`src/rtl/regfile_write_arbiter.sv`:
```
// Two-port register-file write arbiter.
// Requester 0 (pipeline writeback) and requester 1 (mult/div unit) compete for
// one register-file write port. Ties are decided round-robin; a single requester
// is always granted. The accepted write is registered and appears one cycle later.
// Writes to address 0 are accepted but never reach the register file.
//
// Ports:
//   clock, reset          rising-edge clock, asynchronous active-low reset
//   reqN_valid/addr/data  requester N write request
//   reqN_ready            requester N accepted this cycle (combinational)
//   wr_enable/addr/data   registered register-file write port
//   conflict_count        saturating count of cycles with both requesters valid
module regfile_write_arbiter #(
    parameter int unsigned REGISTER_SIZE = 32,
    parameter int unsigned ADDR_WIDTH    = 5
) (
    input  logic                     clock,
    input  logic                     reset,
    input  logic                     req0_valid,
    input  logic [ADDR_WIDTH-1:0]    req0_addr,
    input  logic [REGISTER_SIZE-1:0] req0_data,
    output logic                     req0_ready,
    input  logic                     req1_valid,
    input  logic [ADDR_WIDTH-1:0]    req1_addr,
    input  logic [REGISTER_SIZE-1:0] req1_data,
    output logic                     req1_ready,
    output logic                     wr_enable,
    output logic [ADDR_WIDTH-1:0]    wr_addr,
    output logic [REGISTER_SIZE-1:0] wr_data,
    output logic [7:0]               conflict_count
);

    typedef enum logic [0:0] {StPri0, StPri1} pri_e;

    pri_e                     pri_q, pri_d;
    logic                     wr_enable_q, wr_enable_d;
    logic [ADDR_WIDTH-1:0]    wr_addr_q, wr_addr_d;
    logic [REGISTER_SIZE-1:0] wr_data_q, wr_data_d;
    logic [7:0]               conflict_count_q, conflict_count_d;
    logic                     grant0, grant1;
    logic [ADDR_WIDTH-1:0]    sel_addr;
    logic [REGISTER_SIZE-1:0] sel_data;

    // Grant decode; readies are forced low while reset is held.
    always_comb begin
        grant0 = 1'b0;
        grant1 = 1'b0;
        if (reset) begin
            if (req0_valid && (!req1_valid || pri_q == StPri0)) begin
                grant0 = 1'b1;
            end else if (req1_valid) begin
                grant1 = 1'b1;
            end
        end
    end

    assign req0_ready = grant0;
    assign req1_ready = grant1;

    always_comb begin
        sel_addr = grant1 ? req1_addr : req0_addr;
        sel_data = grant1 ? req1_data : req0_data;
    end

    always_comb begin
        pri_d            = pri_q;
        wr_enable_d      = 1'b0;
        wr_addr_d        = wr_addr_q;
        wr_data_d        = wr_data_q;
        conflict_count_d = conflict_count_q;

        // After any grant, favour the port that did not win.
        if (grant0) begin
            pri_d = StPri1;
        end else if (grant1) begin
            pri_d = StPri0;
        end

        // Address 0 is accepted but dropped; the write port keeps its old values.
        if ((grant0 || grant1) && sel_addr != '0) begin
            wr_enable_d = 1'b1;
            wr_addr_d   = sel_addr;
            wr_data_d   = sel_data;
        end

        if (req0_valid && req1_valid && conflict_count_q != 8'hFF) begin
            conflict_count_d = conflict_count_q + 8'd1;
        end
    end

    always_ff @(posedge clock or negedge reset) begin
        if (!reset) begin
            pri_q            <= StPri0;
            wr_enable_q      <= 1'b0;
            wr_addr_q        <= '0;
            wr_data_q        <= '0;
            conflict_count_q <= 8'd0;
        end else begin
            pri_q            <= pri_d;
            wr_enable_q      <= wr_enable_d;
            wr_addr_q        <= wr_addr_d;
            wr_data_q        <= wr_data_d;
            conflict_count_q <= conflict_count_d;
        end
    end

    assign wr_enable      = wr_enable_q;
    assign wr_addr        = wr_addr_q;
    assign wr_data        = wr_data_q;
    assign conflict_count = conflict_count_q;

endmodule
```
`config.mk`:
```
export PLATFORM = sky130hd
export DESIGN_NAME = regfile_write_arbiter
export DESIGN_NICKNAME = d
export VERILOG_FILES = /design/src/rtl/regfile_write_arbiter.sv
export SDC_FILE = /design/constraint.sdc
export NUM_CORES = 1
export LEC_CHECK = 0
export ABC_AREA = 1
export BUFFER_PORTS_ARGS = -buffer_cell sky130_fd_sc_hd__buf_2
export CORE_MARGIN = 5
export CORE_UTILIZATION = 45
export CTS_CLUSTER_SIZE = 8
export DETAILED_ROUTE_END_ITERATION = 7
export PLACE_DENSITY = 0.81
export SYNTH_ARGS = -nofsm -noshare
export SYNTH_HDL_FRONTEND = slang
export SYNTH_SLANG_ARGS = --single-unit
```
`constraint.sdc`:
```
create_clock -name clock -period 1.8 [get_ports clock]
set_clock_uncertainty 0.1 [all_clocks]
set_input_delay 0.45 -clock clock [delete_from_list [all_inputs] [get_ports clock]]
set_output_delay 0.45 -clock clock [all_outputs]
set_load 0.05 [all_outputs]
```
# [Word-level counts from Yosys, hierarchy flattened]
# Cells that the tools add are included.
[totals] output_inout_bits=48 in_bits=78 register_bits=47 wordCells=27
[op_classes] n_mux=10 eq_ne=1 addsub=1 n_bitwise=1 n_reduce_logical=9
[ops] cell="2-to-1 mux 32 bit" n=1
[ops] cell="adder 8 x 1 -> 8 bit (second input constant)" n=1
[ops] cell="2-to-1 mux 1 bit" n=8
[ops] cell="!= test 8 bit (second input constant)" n=1
[ops] cell="2-to-1 mux 5 bit" n=1
[ops] cell="nonzero test 5 bit" n=1
[ops] cell="logical AND 1 bit" n=4
[ops] cell="logical OR 1 bit" n=2
[ops] cell="nonzero test 2 bit" n=1
[ops] cell="logical NOT 1 bit" n=1
[ops] cell="NOT 1 bit" n=1

# [Longest topological paths before layout]
[logic_depth] word_depth=9 depth_mapped=12 ltp_nobuf=10

# [Least setup slack after synthesis]
# Ideal clock, no wire load.
[synth_timing] kind="flip-flop to flip-flop" startpoint="register conflict_count_q[0], in the netlist conflict_count[0]" endpoint="register conflict_count_q[2], in the netlist conflict_count[2]" setup_slack_ps=-83 setup_time_ps=77 arrival_ps=1705 required_time_ps=1623 path_stages_with_launch=8 period_less_slack_ps=1883 path_buffers=0 cell_sequence="dfrtp_1 -> ha_1 -> nand2_1 -> nor2_1 -> a31oi_2 -> inv_1 -> nor2_1 -> a21oi_1"
[synth_between] elab_chain_len=2 word_cells_on_any_way=3 classes_between="1 x add/sub; 1 x eq/ne; 1 x reduce/logical"
[synth_rtl] element="start, declared" line="39" text="logic [7:0] conflict_count_q, conflict_count_d;"
[synth_rtl] element="start signal, assigned" line="103" text="conflict_count_q <= conflict_count_d;"
[synth_rtl] element="branches (longest 2 deep; another with adder 8 x 1 -> 8 bit)"
# Parallel ways; which one is timed is not known.
# A chain may end at the register's enable or synchronous reset.

# [Worst setup path after layout]
[layout_timing] startpoint="register pri_q" endpoint="output req1_ready"
[layout_between] elab_chain_len=5
[layout_rtl] element="start, declared" line="35" text="pri_e pri_q, pri_d;"
[layout_rtl] element="start signal, assigned" line="93" text="pri_q <= StPri0;"
[layout_rtl] element="start signal, assigned" line="99" text="pri_q <= pri_d;"
[layout_rtl] element="NOT 1 bit" line="49" text="if (req0_valid && (!req1_valid || pri_q == StPri0)) begin"
[layout_rtl] element="logical OR 1 bit" line="49"
[layout_rtl] element="logical AND 1 bit" line="49"
[layout_rtl] element="2-to-1 mux 1 bit" line="49"
[layout_rtl] element="2-to-1 mux 1 bit" line="48" text="if (reset) begin"
[layout_rtl] element="end, declared" line="26" text="output logic req1_ready,"
# Every way passes these cells.

==> summary.txt <==
CTS
  • Worst-Skew Late Latency: 0.30 ns
  • Number of buffers created by CTS: 5
  • Clk pin slew, worst setup/hold paths: 0.09 ns
  • Total clock sinks: 47
  • CTS root buffer: clkbuf_8
  • Maximum clock path buffer count: 2
  • H-tree lvl count: 2
  • CTS tree: yes
  • Hold buffer count at CTS: 0

Worst setup path
  • CP Capture Type: output pin
  • Critical path origin: pri_q
  • Most frequent CP cell: nand2_2
  • CP Cell Sequence: nand2_2, nand2_2, nand2_4, inv_2, buf_6
  • R2R Path Start: pri_q
  • Crit path DAT: 1.19 ns
  • Critical-path maximum fanout: 9
  • Worst setup SP type: register
  • WS Path Type: register to output pin
  • Critical Path Max Stage Delay: 0.41 ns
  • Crit path buffers/inverters: 2
  • Cell family with most CP delay: flip-flops
  • CP required: 1.25 ns
  • Crit-path slowest cell: dfrtp_1
  • R2r setup slk: 0.14 ns

Cells and area
  • Antenna diodes: 0
  • Layout area overhead: 38.8%
  • Seq. cell area: 0.00118 sq mm
  • Final Cell Area: 0.00346 sq mm
  • Layout net count: 567
  • Fillers: 490
  • Area taken by multi-input logic gates: 0.00118 sq mm
  • Final Core Density: 63.7%
  • Share of layout cells above drive strength 1: 33.7%
  • Most frequent cells in the layout: 203 x nand2_1, 123 x buf_2, 45 x dfrtp_1, 43 x nand3_1, 18 x inv_1
  • Most common cell after layout, fill and taps aside: nand2_1

GRT
  • All-Layer GR Usage: 19.8%
  • First-pass GRT wire length: 11.7 mm
  • GRT overflow: 0
  • Vias in the first global route: 2593
  • Largest net degree at the start of global routing: 48
  • Initial antenna violation count: 0

Synth
  • Area share of and/or/nand/nor cells after synthesis: 42.1%
  • Ys Warns: 0
  • Cell variety after synth: 23
  • Syn nets: 434
  • FFs w/ async S/R, synth: 100%
  • Ys flop type: dfrtp_1
  • Syn_area_per_cell: 7.03 sq um
  • Post-synthesis register bit count: 47
  • Sequential element share of the synthesized area: 47.1%
  • Synth Instances: 355
  • Synth Area in Compound Gates: 1.55%
  • Largest family of logic cells by synthesized area: simple AND/OR/NAND/NOR gates
  • Post-synth EDFFs: 0
  • Mux contribution to synthesized area: 0%
  • XOR/XNOR Fraction of Synth Area: 1.75%
  • Mapped cell area: 0.00250 sq mm
  • Adder-cell share of the synthesized area: 0.501%

Placement
  • Dpl ws: -0.0524 ns
  • # port buffers: 125
  • Hpwl dp: 5.21 mm
  • Placed Area: 0.00326 sq mm
  • GP Congestion: 0.839

STA
  • Fin worst setup slack: 0.0599 ns
  • Max-slew violation count: 0
  • Hold Slack: 0.252 ns
  • Final hold violation count: 0
  • Fmax: 0.575 GHz
  • Shortest period the worst path allows: 1.74 ns
  • Slew margin rel.: 60.6%
  • Period Utilization, post-route: 96.7%
  • Slew @ Worst Pin: 0.592 ns
  • Final setup fails: 0

Power
  • Leak: 2.14 nW
  • VDD IR-drop max: 1.12 mV
  • Total power: 3.88 mW
  • PD cells: 1120 mW/mm^2

Routing
  • Drt pass-1 iters: 4
  • DRT Wirelength: 7.05 mm
  • Drt drc: 0
  • Initial DRC count: 109
  • Vias post-DR: 2655
  • DRT antenna net count: 0
  • WL/cell: 12.6 um
  • Routed vias/inst: 4.73

Floorplan
  • Ports: 126
  • Die Wd: 84.5 um
  • Initial Utilization: 45.9%
  • Die H: 84.5 um
  • Area of the core: 0.00544 sq mm
  • # rows: 27
  • Die Footprint: 0.00714 sq mm

Flow run
  • Max-cap violation count: 0

Hold path
  • Hold WC Path Type: input pin to async pin

Outcome
  • Outcome: finished, final reports clean
[layer usage]
layer / wire [um] / track usage (%) / share of wire, % / vias up
met1: 2800 / 23.1 / 40 / 1199
met4: 125 / 5.76 / 1.8 / 0
li1: - / - / - / 1354
met3: 518 / 4.61 / 7.3 / 11
met2: 3610 / 35.9 / 51 / 91
met5: 0 / 0 / 0 / -
[worst min-delay path: stages]
cell	delay (ns)
buf_2	0.10
buf_4	0.10
buf_4	0.48
[through the flow]
| stage | cells | TNS [ns] |
|---|---|---|
| 2_1_floorplan | 355 | 0 |
| 3_3_place_gp | 550 | 0 |
| 3_5_place_dp | 550 | -0.991 |
| 4_1_cts | 558 | 0 |
| 5_1_grt | 561 | -0.00476 |
| 6_report | 561 | 0 |
[registers in the layout, indices dropped and copies added, names as in the netlist]
register	cells
wr_data	32
wr_addr	5
pri_q	1
conflict_count	8
wr_enable	1
[where the power goes]
| part | internal (mW) | switching [mW] | total [mW] | leakage [nW] |
|---|---|---|---|---|
| clock | 0.457 | 0.358 | 0.815 | 0.0618 |
| combinational | 0.426 | 1.21 | 1.63 | 1.50 |
| sequential | 1.27 | 0.165 | 1.44 | 0.579 |
| total | 2.15 | 1.73 | 3.88 | 2.14 |
[final cells by class]
cell class	count	area share, %
Sequential cell	47	34.0
Tap cell	72	2.60
Inverter	20	2.17
Timing Repair Buffer	143	23.8
Clock inverter	2	1.12
Multi-Input combinational cell	271	33.9
Clock buffer	6	2.38
[what timing repair did]
action | in CTS | in global routing
setup endpoints to repair | 2 | 38
buffers inserted | 0 | 2
pin swaps | 0 | 2
hold endpoints to repair | 0 | 0
cloned | 0 | 1
gates resized for setup | 4 | 9
[logic make-up (layout without fill, tap and decap cells)]
family / Yosys count / in the layout
and+or+nand+nor: 260 / 260
DFF: 47 / 47
buffers and inverters: 37 / 171
AOI/OAI and AO/OA: 5 / 5
xor gates and xnor gates: 5 / 5
adders and majority gates: 1 / 1
[cells in the mapped netlist, types with 2 or more instances]
| library cell | n | area (sq um) |
|---|---|---|
| buf_2 | 7 | 35.0 |
| buf_6 | 3 | 33.8 |
| clkbuf_1 | 6 | 22.5 |
| dfrtp_1 | 47 | 1180 |
| inv_1 | 19 | 71.3 |
| nand2_1 | 204 | 766 |
| nand2_2 | 3 | 18.8 |
| nand3_1 | 43 | 215 |
| nand3b_1 | 2 | 15.0 |
| nor2_1 | 5 | 18.8 |
| xnor2_1 | 2 | 17.5 |
| xor2_1 | 3 | 26.3 |
[worst paths after layout]
path,to,cells after the start
max,req1_ready,5
max in group asynchronous,conflict_count[0],3
min in group clock,wr_data[7],5
max reg2reg,wr_data[0],11
min reg2reg,wr_data[24],2
min,conflict_count[6],3
Note: power is estimated with default switching activity, not from simulation.
